[config.mk]
export PLATFORM = sky130hd
export DESIGN_NAME = hex_entry_flat
export DESIGN_NICKNAME = d
export VERILOG_FILES = /design/src/rtl/hex_entry_pkg.sv /design/src/rtl/hex_entry_if.sv /design/src/rtl/hex_entry_rise_det.sv /design/src/rtl/hex_entry.sv /design/src/flat_wrapper.sv
export SDC_FILE = /design/constraint.sdc
export NUM_CORES = 1
export LEC_CHECK = 0
export CORE_ASPECT_RATIO = 0.75
export CORE_MARGIN = 5
export CORE_UTILIZATION = 40
export DETAILED_ROUTE_END_ITERATION = 10
export PLACE_DENSITY = 0.78
export SETUP_SLACK_MARGIN = 0.15
export SLEW_MARGIN = 20
export SYNTH_ARGS = -nofsm -noshare
export SYNTH_HDL_FRONTEND = slang
export SYNTH_SLANG_ARGS = --single-unit
[constraint.sdc]
create_clock -name clk -period 6.7 [get_ports clk]
set_clock_uncertainty 0.2 [all_clocks]
set_input_delay 1.34 -clock clk [delete_from_list [all_inputs] [get_ports clk]]
set_output_delay 1.34 -clock clk [all_outputs]
set_load 0.03 [all_outputs]
[src/rtl/hex_entry_pkg.sv]
// Shared types and constants for the hex digit entry block.
package hex_entry_pkg;

    typedef enum logic {
        EDIT = 1'b0,
        PEND = 1'b1
    } state_t;

    localparam int DEF_DIGITS = 8;

endpackage

[src/rtl/hex_entry_if.sv]
// Button/switch inputs, CPU handshake and display outputs of hex_entry.
interface hex_entry_if
    import hex_entry_pkg::*;
#(
    parameter int DIGITS = DEF_DIGITS
);
    localparam int W  = 4 * DIGITS;
    localparam int CW = $clog2(DIGITS + 1);

    logic [3:0]    sw;
    logic          btn_dig;
    logic          btn_del;
    logic          btn_ent;
    logic          ack;
    logic [W-1:0]  val;
    logic [CW-1:0] dig_cnt;
    logic [W-1:0]  data;
    logic          valid;
    logic          err;

    modport master (
        output sw, btn_dig, btn_del, btn_ent, ack,
        input  val, dig_cnt, data, valid, err
    );

    modport slave (
        input  sw, btn_dig, btn_del, btn_ent, ack,
        output val, dig_cnt, data, valid, err
    );

endinterface

[src/rtl/hex_entry_rise_det.sv]
// Rising-edge detector on a debounced level; the history bit resets high so a
// button held through reset must be released before it can register again.
module rise_det (
    input  logic clk,
    input  logic rst,
    input  logic lvl,
    output logic rise
);

    logic prev;

    always_ff @(posedge clk or posedge rst) begin
        if (rst) prev <= 1'b1;
        else     prev <= lvl;
    end

    assign rise = lvl & ~prev;

endmodule

[src/rtl/hex_entry.sv]
// Hex word entry: button edges edit a working value digit by digit and commit
// it to a valid/ack output register for the CPU.
module hex_entry
    import hex_entry_pkg::*;
#(
    parameter int DIGITS = DEF_DIGITS
) (
    input  logic        clk,
    input  logic        rst,
    hex_entry_if.slave  bus
);

    localparam int W  = 4 * DIGITS;
    localparam int CW = $clog2(DIGITS + 1);

    logic dig_r, del_r, ent_r;

    rise_det u_dig (.clk(clk), .rst(rst), .lvl(bus.btn_dig), .rise(dig_r));
    rise_det u_del (.clk(clk), .rst(rst), .lvl(bus.btn_del), .rise(del_r));
    rise_det u_ent (.clk(clk), .rst(rst), .lvl(bus.btn_ent), .rise(ent_r));

    state_t        state_q, state_d;
    logic [W-1:0]  val_q, val_d;
    logic [CW-1:0] cnt_q, cnt_d;
    logic [W-1:0]  data_q, data_d;
    logic          err_q, err_d;

    always_ff @(posedge clk or posedge rst) begin
        if (rst) begin
            state_q <= EDIT;
            val_q   <= '0;
            cnt_q   <= '0;
            data_q  <= '0;
            err_q   <= 1'b0;
        end else begin
            state_q <= state_d;
            val_q   <= val_d;
            cnt_q   <= cnt_d;
            data_q  <= data_d;
            err_q   <= err_d;
        end
    end

    // Only the highest-priority edge acts; lower ones in the same cycle vanish.
    always_comb begin
        state_d = state_q;
        val_d   = val_q;
        cnt_d   = cnt_q;
        data_d  = data_q;
        err_d   = 1'b0;

        if (ent_r) begin
            if (state_q == PEND || cnt_q == '0) begin
                err_d = 1'b1;
            end else begin
                data_d  = val_q;
                val_d   = '0;
                cnt_d   = '0;
                state_d = PEND;
            end
        end else if (del_r) begin
            if (cnt_q != '0) begin
                val_d = val_q >> 4;
                cnt_d = cnt_q - CW'(1);
            end else begin
                err_d = 1'b1;
            end
        end else if (dig_r) begin
            if (cnt_q < CW'(DIGITS)) begin
                val_d = {val_q[W-5:0], bus.sw};
                cnt_d = cnt_q + CW'(1);
            end else begin
                err_d = 1'b1;
            end
        end

        // ack wins over a same-cycle enter, which was already flagged above.
        if (state_q == PEND && bus.ack) state_d = EDIT;
    end

    assign bus.val     = val_q;
    assign bus.dig_cnt = cnt_q;
    assign bus.data    = data_q;
    assign bus.valid   = (state_q == PEND);
    assign bus.err     = err_q;

endmodule

[src/flat_wrapper.sv]
// flat-port wrapper written by rule: the top's interface ports become plain ports
module hex_entry_flat import hex_entry_pkg::*;
#(
    parameter int DIGITS = DEF_DIGITS
)
  (clk, rst, bus_sw, bus_btn_dig, bus_btn_del, bus_btn_ent, bus_ack, bus_val, bus_dig_cnt, bus_data, bus_valid, bus_err);
  hex_entry_if #(.DIGITS(DIGITS)) bus_i ();
  input  logic clk;
  input  logic rst;
  input wire logic [$bits(bus_i.sw)-1:0] bus_sw;
  input wire logic [$bits(bus_i.btn_dig)-1:0] bus_btn_dig;
  input wire logic [$bits(bus_i.btn_del)-1:0] bus_btn_del;
  input wire logic [$bits(bus_i.btn_ent)-1:0] bus_btn_ent;
  input wire logic [$bits(bus_i.ack)-1:0] bus_ack;
  output wire logic [$bits(bus_i.val)-1:0] bus_val;
  output wire logic [$bits(bus_i.dig_cnt)-1:0] bus_dig_cnt;
  output wire logic [$bits(bus_i.data)-1:0] bus_data;
  output wire logic [$bits(bus_i.valid)-1:0] bus_valid;
  output wire logic [$bits(bus_i.err)-1:0] bus_err;
  assign bus_i.sw = bus_sw;
  assign bus_i.btn_dig = bus_btn_dig;
  assign bus_i.btn_del = bus_btn_del;
  assign bus_i.btn_ent = bus_btn_ent;
  assign bus_i.ack = bus_ack;
  assign bus_val = bus_i.val;
  assign bus_dig_cnt = bus_i.dig_cnt;
  assign bus_data = bus_i.data;
  assign bus_valid = bus_i.valid;
  assign bus_err = bus_i.err;
  hex_entry #(.DIGITS(DIGITS)) u_core (.clk(clk), .rst(rst), .bus(bus_i));
endmodule
==> impl_metrics.env <==
export IMPL_drive_gt1_share_pct=15.7
export IMPL_synth_main_ff_cell="dfrtp_1"
export IMPL_finalSetupTns_ns=0
export IMPL_async_flop_share_pct=100
export IMPL_syn_inst=253
export IMPL_routed_wl_um=7270
export IMPL_postCtsSetupRepairBufs=0
export IMPL_rr_startpoint="u_core.bus.dig_cnt[0]"
export IMPL_cts_hold_buf=0
export IMPL_fin_cells=442
export IMPL_nets=343
export IMPL_p_sw_w=0.000826
export IMPL_worstReg2RegEnd="u_core.bus.val[0]"
export IMPL_layout_commonest_cell="clkdlybuf4s50_1"
export IMPL_place_congestion=0.762
export IMPL_io_buffer_count=79
export IMPL_cts_resized=0
export IMPL_cts_inserted_buffers=9
export IMPL_setup_viol_count_final=0
export IMPL_drt_drc_violations_left=0
export IMPL_initial_core_util_pct=41.2
export IMPL_endpoint_kind="flop"
export IMPL_switching_share_pct=40.1
export IMPL_worstMarginPinSlew_ns=0.941
export IMPL_dp_hpwl_um=4890
export IMPL_synth_avg_cell_area_um2=12.9
export IMPL_rsz0062_at_grt="no"
export IMPL_final_hold_viol_count=0
export IMPL_wl_met1_um=3440
export IMPL_avgRoutedWirePerCell_um=16.4
export IMPL_leakage_nw=1.92
export IMPL_outcome="complete, no violations"
export IMPL_clock_path_buffers=2
export IMPL_path_class="in2reg"
export IMPL_clkSlewWorstSetupHoldPaths_ns=0.08
export IMPL_clockPowerShare_pct=19.0
export IMPL_p_int_w=0.00123
export IMPL_irDropWorstVdd_mv=0.252
export IMPL_grtUsageTotal_pct=15.2
export IMPL_synth_seq_cells=73
export IMPL_period_share_pct=52.8
export IMPL_nFillCells=704
export IMPL_hold_path_depth=2
export IMPL_synth_cell_type_count=32
export IMPL_worst_path_max_fanout=34
export IMPL_antenna_found_initial=0
export IMPL_hold_path_class="reg2reg"
export IMPL_cellPowerDensity_nw_per_um2=471
export IMPL_dr_wl_met2_um=3210
export IMPL_htreeDepth=3
export IMPL_clock_latency_ns=0.34
export IMPL_max_freq_mhz=283
export IMPL_grt_max_degree=74
export IMPL_cts_tree="yes"
export IMPL_final_cell_mix="clkdlybuf4s50_1, dfrtp_1, mux2i_1, nand2_1, mux2_2"
export IMPL_synth_edff_count=0
export IMPL_grt_pass1_wl_um=11900
export IMPL_met3WireLength_um=534
export IMPL_crit_start="bus_btn_del"
export IMPL_period_needed_ns=3.53
export IMPL_reg2regPathDepth=5
export IMPL_viasPerCell=4.90
export IMPL_area_growth_pct=33.7
export IMPL_antenna_cells=0
export IMPL_core_um2=7920
export IMPL_start_kind="input port"
export IMPL_whs_endpoint="u_core.bus.data[31]"
export IMPL_holdWs_ns=0.292
export IMPL_synth_nets=264
export IMPL_slew_headroom_pct=37.3
export IMPL_ant_nets=0
export IMPL_rows=28
export IMPL_dr_max_layer_used="met4"
export IMPL_clock_sinks=73
export IMPL_grt_pass1_vias=2274
export IMPL_dieArea_um2=10100
export IMPL_required_ns=6.76
export IMPL_slew_viol_final=0
export IMPL_p_seq_share_pct=35.7
export IMPL_ys_seq_area_share_pct=56.1
export IMPL_combPwrFrac_pct=45.3
export IMPL_dpl_cell_count=426
export IMPL_cp_arrival_ns=3.59
export IMPL_grt_remaining_overflow=0
export IMPL_clockRootBuffer="clkbuf_8"
export IMPL_vias=2167
export IMPL_maxCapViolations=0
export IMPL_die_w_um=114
export IMPL_ys_warn_count=0
export IMPL_syn_cell_area_um2=3260
export IMPL_fin_util_pct=55.1
export IMPL_drt_iter0_markers=119
export IMPL_min_delay_start="u_core.bus.data[31]"
export IMPL_dr_pass1_iters=4
export IMPL_die_h_um=88.2
export IMPL_regToRegSetupSlack_ns=3.92
export IMPL_io_pins=80
-- logic make-up after synthesis --
logic type               synth area share (%)
AND/OR/NAND/NOR                          7.21
buffers and inverters                    3.53
XOR/XNOR                                0.537
multiplexers                             29.9
flip-flops                               56.1
AO/OA/AOI/OAI                            2.38
adder cells (fa/ha/maj)                 0.383
-- flip-flops by register name, indices dropped and copies added, names as in the netlist --
name / flops
u_core.bus.data: 32
u_core.bus.val: 32
u_core.bus.dig_cnt: 4
u_core.bus.err: 1
u_core.bus.valid: 1
u_core.u_del.prev: 1
u_core.u_dig.prev: 1
u_core.u_ent.prev: 1
-- synth_stat cells (2+ instances only) --
master | number | area, um2
o21ai_0 | 5 | 25.0
nand2_1 | 36 | 135
dfrtp_1 | 70 | 1750
xnor2_1 | 2 | 17.5
mux2i_1 | 63 | 631
mux2_2 | 25 | 282
dfstp_2 | 3 | 78.8
buf_4 | 2 | 15.0
mux2_1 | 3 | 33.8
mux2_4 | 2 | 30.0
nor2_1 | 4 | 15.0
buf_1 | 2 | 7.51
inv_1 | 8 | 30.0
buf_6 | 2 | 22.5
buf_2 | 8 | 40.0
nor2b_1 | 2 | 12.5
-- power by group through the flow --
| stage | logic [W] | clock network [W] | registers (W) |
|---|---|---|---|
| 6_report | 0.000932 | 0.000391 | 0.000735 |
| 5_1_grt | 0.000989 | 0.000419 | 0.000762 |
| 4_1_cts | 0.000945 | 0.000402 | 0.000737 |
| 3_5_place_dp | 0.000942 | 0 | 0.000743 |
| 3_3_place_gp | 0.000922 | 0 | 0.000737 |
| 2_1_floorplan | 0.000298 | 0 | 0.000994 |
-- per-stage QoR --
stage	instance area (um2)	setup WS [ns]	total power, W
final	4360	3.17	0.00206
after global routing	4360	3.05	0.00217
after CTS	4360	3.13	0.00208
after detailed placement	4130	2.75	0.00169
after global placement	4130	2.84	0.00166
after floorplan	3260	3.31	0.00129
-- worst max-delay path by stage --
stage | end | slack, ns | depth (start not counted)
after global placement | u_core.bus.val[1] | 2.84 | 6
after floorplan | u_core.bus.data[0] | 3.31 | 1
final | u_core.bus.val[14] | 3.17 | 6
after CTS | u_core.bus.val[14] | 3.13 | 6
after detailed placement | u_core.bus.val[14] | 2.75 | 6
after global routing | u_core.bus.val[14] | 3.05 | 6
-- layer usage --
| layer | up-vias | track usage [%] |
|---|---|---|
| met5 | - | 0 |
| met4 | 0 | 4.85 |
| met3 | 8 | 5.95 |
| met2 | 59 | 23.4 |
| met1 | 1068 | 19.9 |
| li1 | 1032 | - |
-- cell type report --
class | count | area (um2) | area share, %
repair buffers | 82 | 813 | 18.6
clock buffers | 12 | 155 | 3.56
multi-input cells | 158 | 1330 | 30.4
well taps | 105 | 131 | 3.01
inverters | 8 | 31.3 | 0.717
flip-flops and latches | 73 | 1830 | 41.9
clock inverters | 4 | 75.1 | 1.72
-- worst max-delay path, cell delays in order --
cell and delay (ns):
clkdlybuf4s50_1 0.48, nor2b_4 0.13, buf_4 0.47, mux2_4 0.40, nor2_8 0.47, mux2i_1 0.27
No activity file was read; power rests on OpenSTA's default activity.
